[config.mk]
export PLATFORM = sky130hd
export DESIGN_NAME = cc_writeback_unit
export DESIGN_NICKNAME = d
export VERILOG_FILES = /design/src/rtl/cc_pkg.sv /design/src/rtl/cc_writeback_unit.sv
export SDC_FILE = /design/constraint.sdc
export NUM_CORES = 1
export LEC_CHECK = 0
export CORE_AREA = 8 8 257 259
export CTS_CLUSTER_DIAMETER = 100
export DETAILED_ROUTE_END_ITERATION = 6
export DIE_AREA = 0 0 265 267
export GPL_ROUTABILITY_DRIVEN = 0
export PLACE_DENSITY_LB_ADDON = 0.3
export REMOVE_ABC_BUFFERS = 1
export SYNTH_ARGS = -nofsm -noshare
export SYNTH_HDL_FRONTEND = slang
export SYNTH_SLANG_ARGS = --single-unit
[constraint.sdc]
create_clock -name clk -period 1.99 [get_ports clk]
set_clock_uncertainty 0.05 [all_clocks]
set_input_delay 0.398 -clock clk [delete_from_list [all_inputs] [get_ports clk]]
set_output_delay 0.398 -clock clk [all_outputs]
set_load 0.01 [all_outputs]
[src/rtl/cc_pkg.sv]
// Shared definitions for the cache write-back path: FSM state encoding,
// line geometry and the AXI burst/size/response constants.
package cc_pkg;

  localparam int CC_LINE_W = 512;
  localparam int CC_BEATS  = 8;

  localparam logic [3:0] CC_AXI_LEN        = 4'd7;
  localparam logic [2:0] CC_AXI_SIZE_8B    = 3'd3;
  localparam logic [1:0] CC_AXI_BURST_INCR = 2'b01;
  localparam logic [1:0] CC_AXI_RESP_OKAY  = 2'b00;

  typedef enum logic [1:0] {
    WB_IDLE,
    WB_AW,
    WB_W,
    WB_B
  } wb_state_e;

endpackage

[src/rtl/cc_writeback_unit.sv]
// Victim-line write-back engine: captures one 512-bit line and issues it as a
// single 8-beat AXI INCR burst. Optional macro CC_WB_RETRY_EN re-issues the burst once on error.
module cc_writeback_unit
  import cc_pkg::*;
#(
  parameter int BEATS  = CC_BEATS,
  parameter int DATA_W = 64
) (
  input  logic                    clk,
  input  logic                    rst_n,
  input  logic                    wb_req_valid_i,
  output logic                    wb_req_ready_o,
  input  logic [31:0]             wb_addr_i,
  input  logic [BEATS*DATA_W-1:0] wb_data_i,
  output logic [31:0]             mem_awaddr_o,
  output logic [3:0]              mem_awlen_o,
  output logic [2:0]              mem_awsize_o,
  output logic [1:0]              mem_awburst_o,
  output logic                    mem_awvalid_o,
  input  logic                    mem_awready_i,
  output logic [DATA_W-1:0]       mem_wdata_o,
  output logic [DATA_W/8-1:0]     mem_wstrb_o,
  output logic                    mem_wlast_o,
  output logic                    mem_wvalid_o,
  input  logic                    mem_wready_i,
  input  logic [1:0]              mem_bresp_i,
  input  logic                    mem_bvalid_i,
  output logic                    mem_bready_o,
  output logic                    wb_done_o,
  output logic                    wb_err_o
);

  localparam int LINE_W = BEATS * DATA_W;
  localparam int CNT_W  = $clog2(BEATS);

  wb_state_e          state_reg, state_next;
  logic [CNT_W-1:0]   cnt_reg, cnt_next;
  logic [31:0]        addr_reg, addr_next;
  logic [LINE_W-1:0]  line_reg, line_next;
`ifdef CC_WB_RETRY_EN
  logic               retry_reg, retry_next;
`endif

  logic [DATA_W-1:0]  words [BEATS];
  logic               last_beat;

  genvar gi;
  generate
    for (gi = 0; gi < BEATS; gi++) begin : g_words
      assign words[gi] = line_reg[gi*DATA_W +: DATA_W];
    end
  endgenerate

  assign last_beat     = (cnt_reg == CNT_W'(BEATS - 1));
  assign mem_awaddr_o  = addr_reg;
  assign mem_awlen_o   = CC_AXI_LEN;
  assign mem_awsize_o  = CC_AXI_SIZE_8B;
  assign mem_awburst_o = CC_AXI_BURST_INCR;
  assign mem_wdata_o   = words[cnt_reg];
  assign mem_wstrb_o   = '1;

  always_ff @(posedge clk) begin
    if (!rst_n) begin
      state_reg <= WB_IDLE;
      cnt_reg   <= '0;
      addr_reg  <= '0;
      line_reg  <= '0;
`ifdef CC_WB_RETRY_EN
      retry_reg <= 1'b0;
`endif
    end else begin
      state_reg <= state_next;
      cnt_reg   <= cnt_next;
      addr_reg  <= addr_next;
      line_reg  <= line_next;
`ifdef CC_WB_RETRY_EN
      retry_reg <= retry_next;
`endif
    end
  end

  always_comb begin
    state_next     = state_reg;
    cnt_next       = cnt_reg;
    addr_next      = addr_reg;
    line_next      = line_reg;
`ifdef CC_WB_RETRY_EN
    retry_next     = retry_reg;
`endif
    wb_req_ready_o = 1'b0;
    mem_awvalid_o  = 1'b0;
    mem_wvalid_o   = 1'b0;
    mem_wlast_o    = 1'b0;
    mem_bready_o   = 1'b0;
    wb_done_o      = 1'b0;
    wb_err_o       = 1'b0;

    case (state_reg)
      WB_IDLE: begin
        wb_req_ready_o = 1'b1;
        if (wb_req_valid_i) begin
          state_next = WB_AW;
          addr_next  = wb_addr_i & 32'hFFFF_FFC0;
          line_next  = wb_data_i;
          cnt_next   = '0;
`ifdef CC_WB_RETRY_EN
          retry_next = 1'b0;
`endif
        end
      end
      WB_AW: begin
        mem_awvalid_o = 1'b1;
        if (mem_awready_i) begin
          state_next = WB_W;
          cnt_next   = '0;
        end
      end
      WB_W: begin
        mem_wvalid_o = 1'b1;
        mem_wlast_o  = last_beat;
        if (mem_wready_i) begin
          if (last_beat) begin
            state_next = WB_B;
            cnt_next   = '0;
          end else begin
            cnt_next = cnt_reg + CNT_W'(1);
          end
        end
      end
      WB_B: begin
        mem_bready_o = 1'b1;
        if (mem_bvalid_i) begin
`ifdef CC_WB_RETRY_EN
          // First error response replays the whole burst instead of finishing.
          if (mem_bresp_i != CC_AXI_RESP_OKAY && !retry_reg) begin
            state_next = WB_AW;
            retry_next = 1'b1;
          end else begin
            state_next = WB_IDLE;
            wb_done_o  = 1'b1;
            wb_err_o   = (mem_bresp_i != CC_AXI_RESP_OKAY);
          end
`else
          state_next = WB_IDLE;
          wb_done_o  = 1'b1;
          wb_err_o   = (mem_bresp_i != CC_AXI_RESP_OKAY);
`endif
        end
      end
      default: state_next = WB_IDLE;
    endcase

    // Reset silences the bus immediately, even mid-burst.
    if (!rst_n) begin
      wb_req_ready_o = 1'b0;
      mem_awvalid_o  = 1'b0;
      mem_wvalid_o   = 1'b0;
      mem_wlast_o    = 1'b0;
      mem_bready_o   = 1'b0;
      wb_done_o      = 1'b0;
      wb_err_o       = 1'b0;
    end
  end

endmodule
==> results.toml <==
[route]
drtIter0Drc = 1184
drt.antenna.violating_nets = 0
drt-total-wl_um = 82400
first_pass_iters = 5
detail_route.wl_per_cell_um = 19.7
post-route-drc-count = 0
via_count = 21300
route.detailed.vias_per_inst = 5.10

[yosys]
synthCells = 2632
post_synthesis_instance_area_um2 = 24000
netlist.top_cell.by_area = "sky130_fd_sc_hd__dfxtp_1"
most_frequent_cell_after_synthesis = "sky130_fd_sc_hd__nand2_1"
synth_sequential_area_ratio = 0.453
distinct_cell_type_count_of_the_synthesized_netlist = 24
syn_area_per_cell_um2 = 9.11
synth_warnings = 0
synth.area.top_cells = "sky130_fd_sc_hd__dfxtp_1 45%, sky130_fd_sc_hd__nand2_1 17%, sky130_fd_sc_hd__a21boi_0 17%, sky130_fd_sc_hd__mux4_2 12%, sky130_fd_sc_hd__mux2_2 3.0%"
synth_top_area_frac = 0.453
async_flop_share = 0
synth_common_cells = "1083 x sky130_fd_sc_hd__nand2_1, 543 x sky130_fd_sc_hd__dfxtp_1, 538 x sky130_fd_sc_hd__a21boi_0"
synth_enable_flop_cells = 0
synth.ff_latch_count = 543
synth_ff_type = "sky130_fd_sc_hd__dfxtp_1"

[clock_tree]
cts.sink_count = 543
ctsHtreeMaxLevel = 2
ctsLongestPathBuffers = 3
cts_root_buffer = "sky130_fd_sc_hd__clkbuf_16"
clk_transition_reported_paths_ns = 0.06
number_of_buffers_created_by_cts = 59
clk_latency_ns = 0.59
clock_tree_from_tritoncts = "done"

[critical_path]
critical_path_class = "reg2out"
crit_path_max_fanout = 5
timing.critical_path.required_ns = 1.54
start_kind = "flop"
worstPathArrival_ns = 2.52
endpoint_kind = "output pin"
rr_worst_depth = 10
critical_path.reg2reg.endpoint = "line_reg[461]"
crit-reg2reg-launch = "state_reg[1]"
r2r_setup_slack_ns = 0.02

[die]
dieArea_um2 = 70800
start_util = 0.386
boundaryPins = 672
die_x_um = 265
die_span_in_y_um = 267
core_um2 = 62200
rows = 92

[sta]
layout_setup_ws_ns = -0.983
timing.final.crit_share = 1.49
worst_pin_slew_ns = 0.531
clock.fmax_ghz = 0.336
final-setup-viol-count = 67
unrepaired_setup_endpoints_after_global_routing = "yes"
final-hold-violation-count = 0
slew_violations = 0
timing.setup.tns_ns = -53.57
period_needed_ns = 2.97
maxSlewHeadroom = 0.646

[pwr]
switchingPower_mw = 12.3
irDropWorstVdd_uv = 755
power_density_nw_per_um2 = 1100
power.share.combinational = 0.350
clock_power_share = 0.291
net_sw_frac = 0.313
power_report.internal_total_mw = 27.0
power.share.sequential = 0.360
total_leakage_power_nw = 13.5

[worst_hold_path]
timing.hold.worst.start = "rst_n"
worst_hold_path_type = "in2reg"
min_delay_path_depth = 2
min_delay_worst_endpoint = "line_reg[32]"

[grt]
gr-usage-all-layers = 0.213
antenna_found_initial = 21
first_global_vias = 22000
grt_pass1_wl_um = 121000
grt_remaining_overflow = 0
grt_max_degree = 117

[job]
max_cap_viol_count = 0

[final_layout]
largest_register_ff_count = 512
fin_nets = 3880
final_layout_size_suffix_gt1_frac = 0.177
syn_to_final_growth_pct = 48.5
finalNonFillerCells = 4178

[placed_design]
placedCellCount = 3972
dp_hpwl_um = 59200
buffer_ports.inserted = 642

[status]
violations = "setup timing"
result_of_the_run = "finished with violations"
-- per-layer routing --
layer	track usage	wire (um)
met5	0	85
met4	0.0902	2830
met3	0.0569	5520
met2	0.382	42500
met1	0.236	31500
-- stage by stage --
step	utilization	hold WS (ns)	worst slack [ns]	area, um2	power, mW
after global routing	0.573	0.0582	-1.07	35600	41.4
after floorplan	-	0.390	-7.84	22900	15.8
after CTS	0.555	0.0471	-1.10	34500	37.9
after detailed placement	0.512	0.405	-0.555	31800	25.8
final	0.573	0.0934	-0.983	35600	39.3
after global placement	0.512	0.396	-0.515	31800	25.5
-- final cells by class --
| type | count | area (um2) |
|---|---|---|
| diodes | 12 | 30.0 |
| flip-flops and latches | 543 | 10900 |
| clock inverters | 23 | 283 |
| inverters | 3 | 18.8 |
| well taps | 799 | 1000 |
| fillers | 5203 | 26500 |
| multi-input cells | 1867 | 12400 |
| repair buffers | 847 | 9240 |
| clock buffers | 84 | 1770 |
-- worst max path at each step --
| stage | start | end | slack [ns] | cells past startpoint |
|---|---|---|---|---|
| floorplan | state_reg[0] | line_reg[0] | -7.84 | 5 |
| global placement | cnt_reg[0] | mem_wdata_o[60] | -0.51 | 5 |
| detailed placement | cnt_reg[0] | mem_wdata_o[60] | -0.56 | 5 |
| CTS | cnt_reg[0] | mem_wdata_o[0] | -1.10 | 9 |
| global route | cnt_reg[0] | mem_wdata_o[0] | -1.07 | 9 |
| finish | cnt_reg[0] | mem_wdata_o[1] | -0.98 | 9 |
-- power by group through the flow --
stage | combinational [mW] | clock, mW | sequential, mW
final | 13.7 | 11.4 | 14.1
after global placement | 11.2 | 0 | 14.2
after detailed placement | 11.5 | 0 | 14.3
after global routing | 14.9 | 12.1 | 14.3
after floorplan | 3.31 | 0 | 12.5
after CTS | 12.1 | 11.7 | 14.1
-- cells in the final DEF (no fill, tap or decap), types with 5 or more instances in the layout --
| cell type | synthesis | final |
|---|---|---|
| sky130_fd_sc_hd__a21boi_0 | 538 | 487 |
| sky130_fd_sc_hd__a21boi_1 | 0 | 51 |
| sky130_fd_sc_hd__and2_4 | 0 | 5 |
| sky130_fd_sc_hd__buf_12 | 0 | 42 |
| sky130_fd_sc_hd__buf_16 | 0 | 15 |
| sky130_fd_sc_hd__buf_4 | 23 | 87 |
| sky130_fd_sc_hd__buf_6 | 11 | 88 |
| sky130_fd_sc_hd__buf_8 | 0 | 17 |
| sky130_fd_sc_hd__bufinv_16 | 0 | 6 |
| sky130_fd_sc_hd__clkbuf_1 | 144 | 7 |
| sky130_fd_sc_hd__clkbuf_16 | 0 | 73 |
| sky130_fd_sc_hd__clkbuf_2 | 0 | 12 |
| sky130_fd_sc_hd__clkbuf_8 | 0 | 16 |
| sky130_fd_sc_hd__clkdlybuf4s50_1 | 0 | 564 |
| sky130_fd_sc_hd__clkinv_2 | 0 | 11 |
| sky130_fd_sc_hd__conb_1 | 2 | 23 |
| sky130_fd_sc_hd__dfxtp_1 | 543 | 538 |
| sky130_fd_sc_hd__diode_2 | 0 | 12 |
| sky130_fd_sc_hd__ha_4 | 0 | 6 |
| sky130_fd_sc_hd__mux2_2 | 64 | 13 |
| sky130_fd_sc_hd__mux2_4 | 0 | 51 |
| sky130_fd_sc_hd__mux4_2 | 128 | 128 |
| sky130_fd_sc_hd__nand2_1 | 1083 | 1079 |
-- kinds of logic after synthesis --
kind of cell | synth area share
DFF | 0.453
adders and majority gates | 0.00365
muxes | 0.151
AOI/OAI and AO/OA | 0.170
and+or+nand+nor | 0.174
buffers and inverters | 0.0477
other | 0.000313
-- critical path, stage by stage (launching register included) --
cell	delay, ns
sky130_fd_sc_hd__dfxtp_4	0.36
sky130_fd_sc_hd__buf_12	0.12
sky130_fd_sc_hd__buf_12	0.13
sky130_fd_sc_hd__buf_12	0.14
sky130_fd_sc_hd__buf_12	0.13
sky130_fd_sc_hd__buf_6	0.12
sky130_fd_sc_hd__buf_6	0.11
sky130_fd_sc_hd__mux4_2	0.41
sky130_fd_sc_hd__mux2_4	0.29
sky130_fd_sc_hd__buf_6	0.13
-- what timing repair did --
item / in CTS / in global routing
gates resized for setup: 347 / 233
setup buffers: 37 / 47
pin swaps: 1 / 2
hold buffers: 0 / 0
cloned: 2 / 12
endpoints found under the setup margin: 75 / 215
No activity file was read; power rests on OpenSTA's default activity.
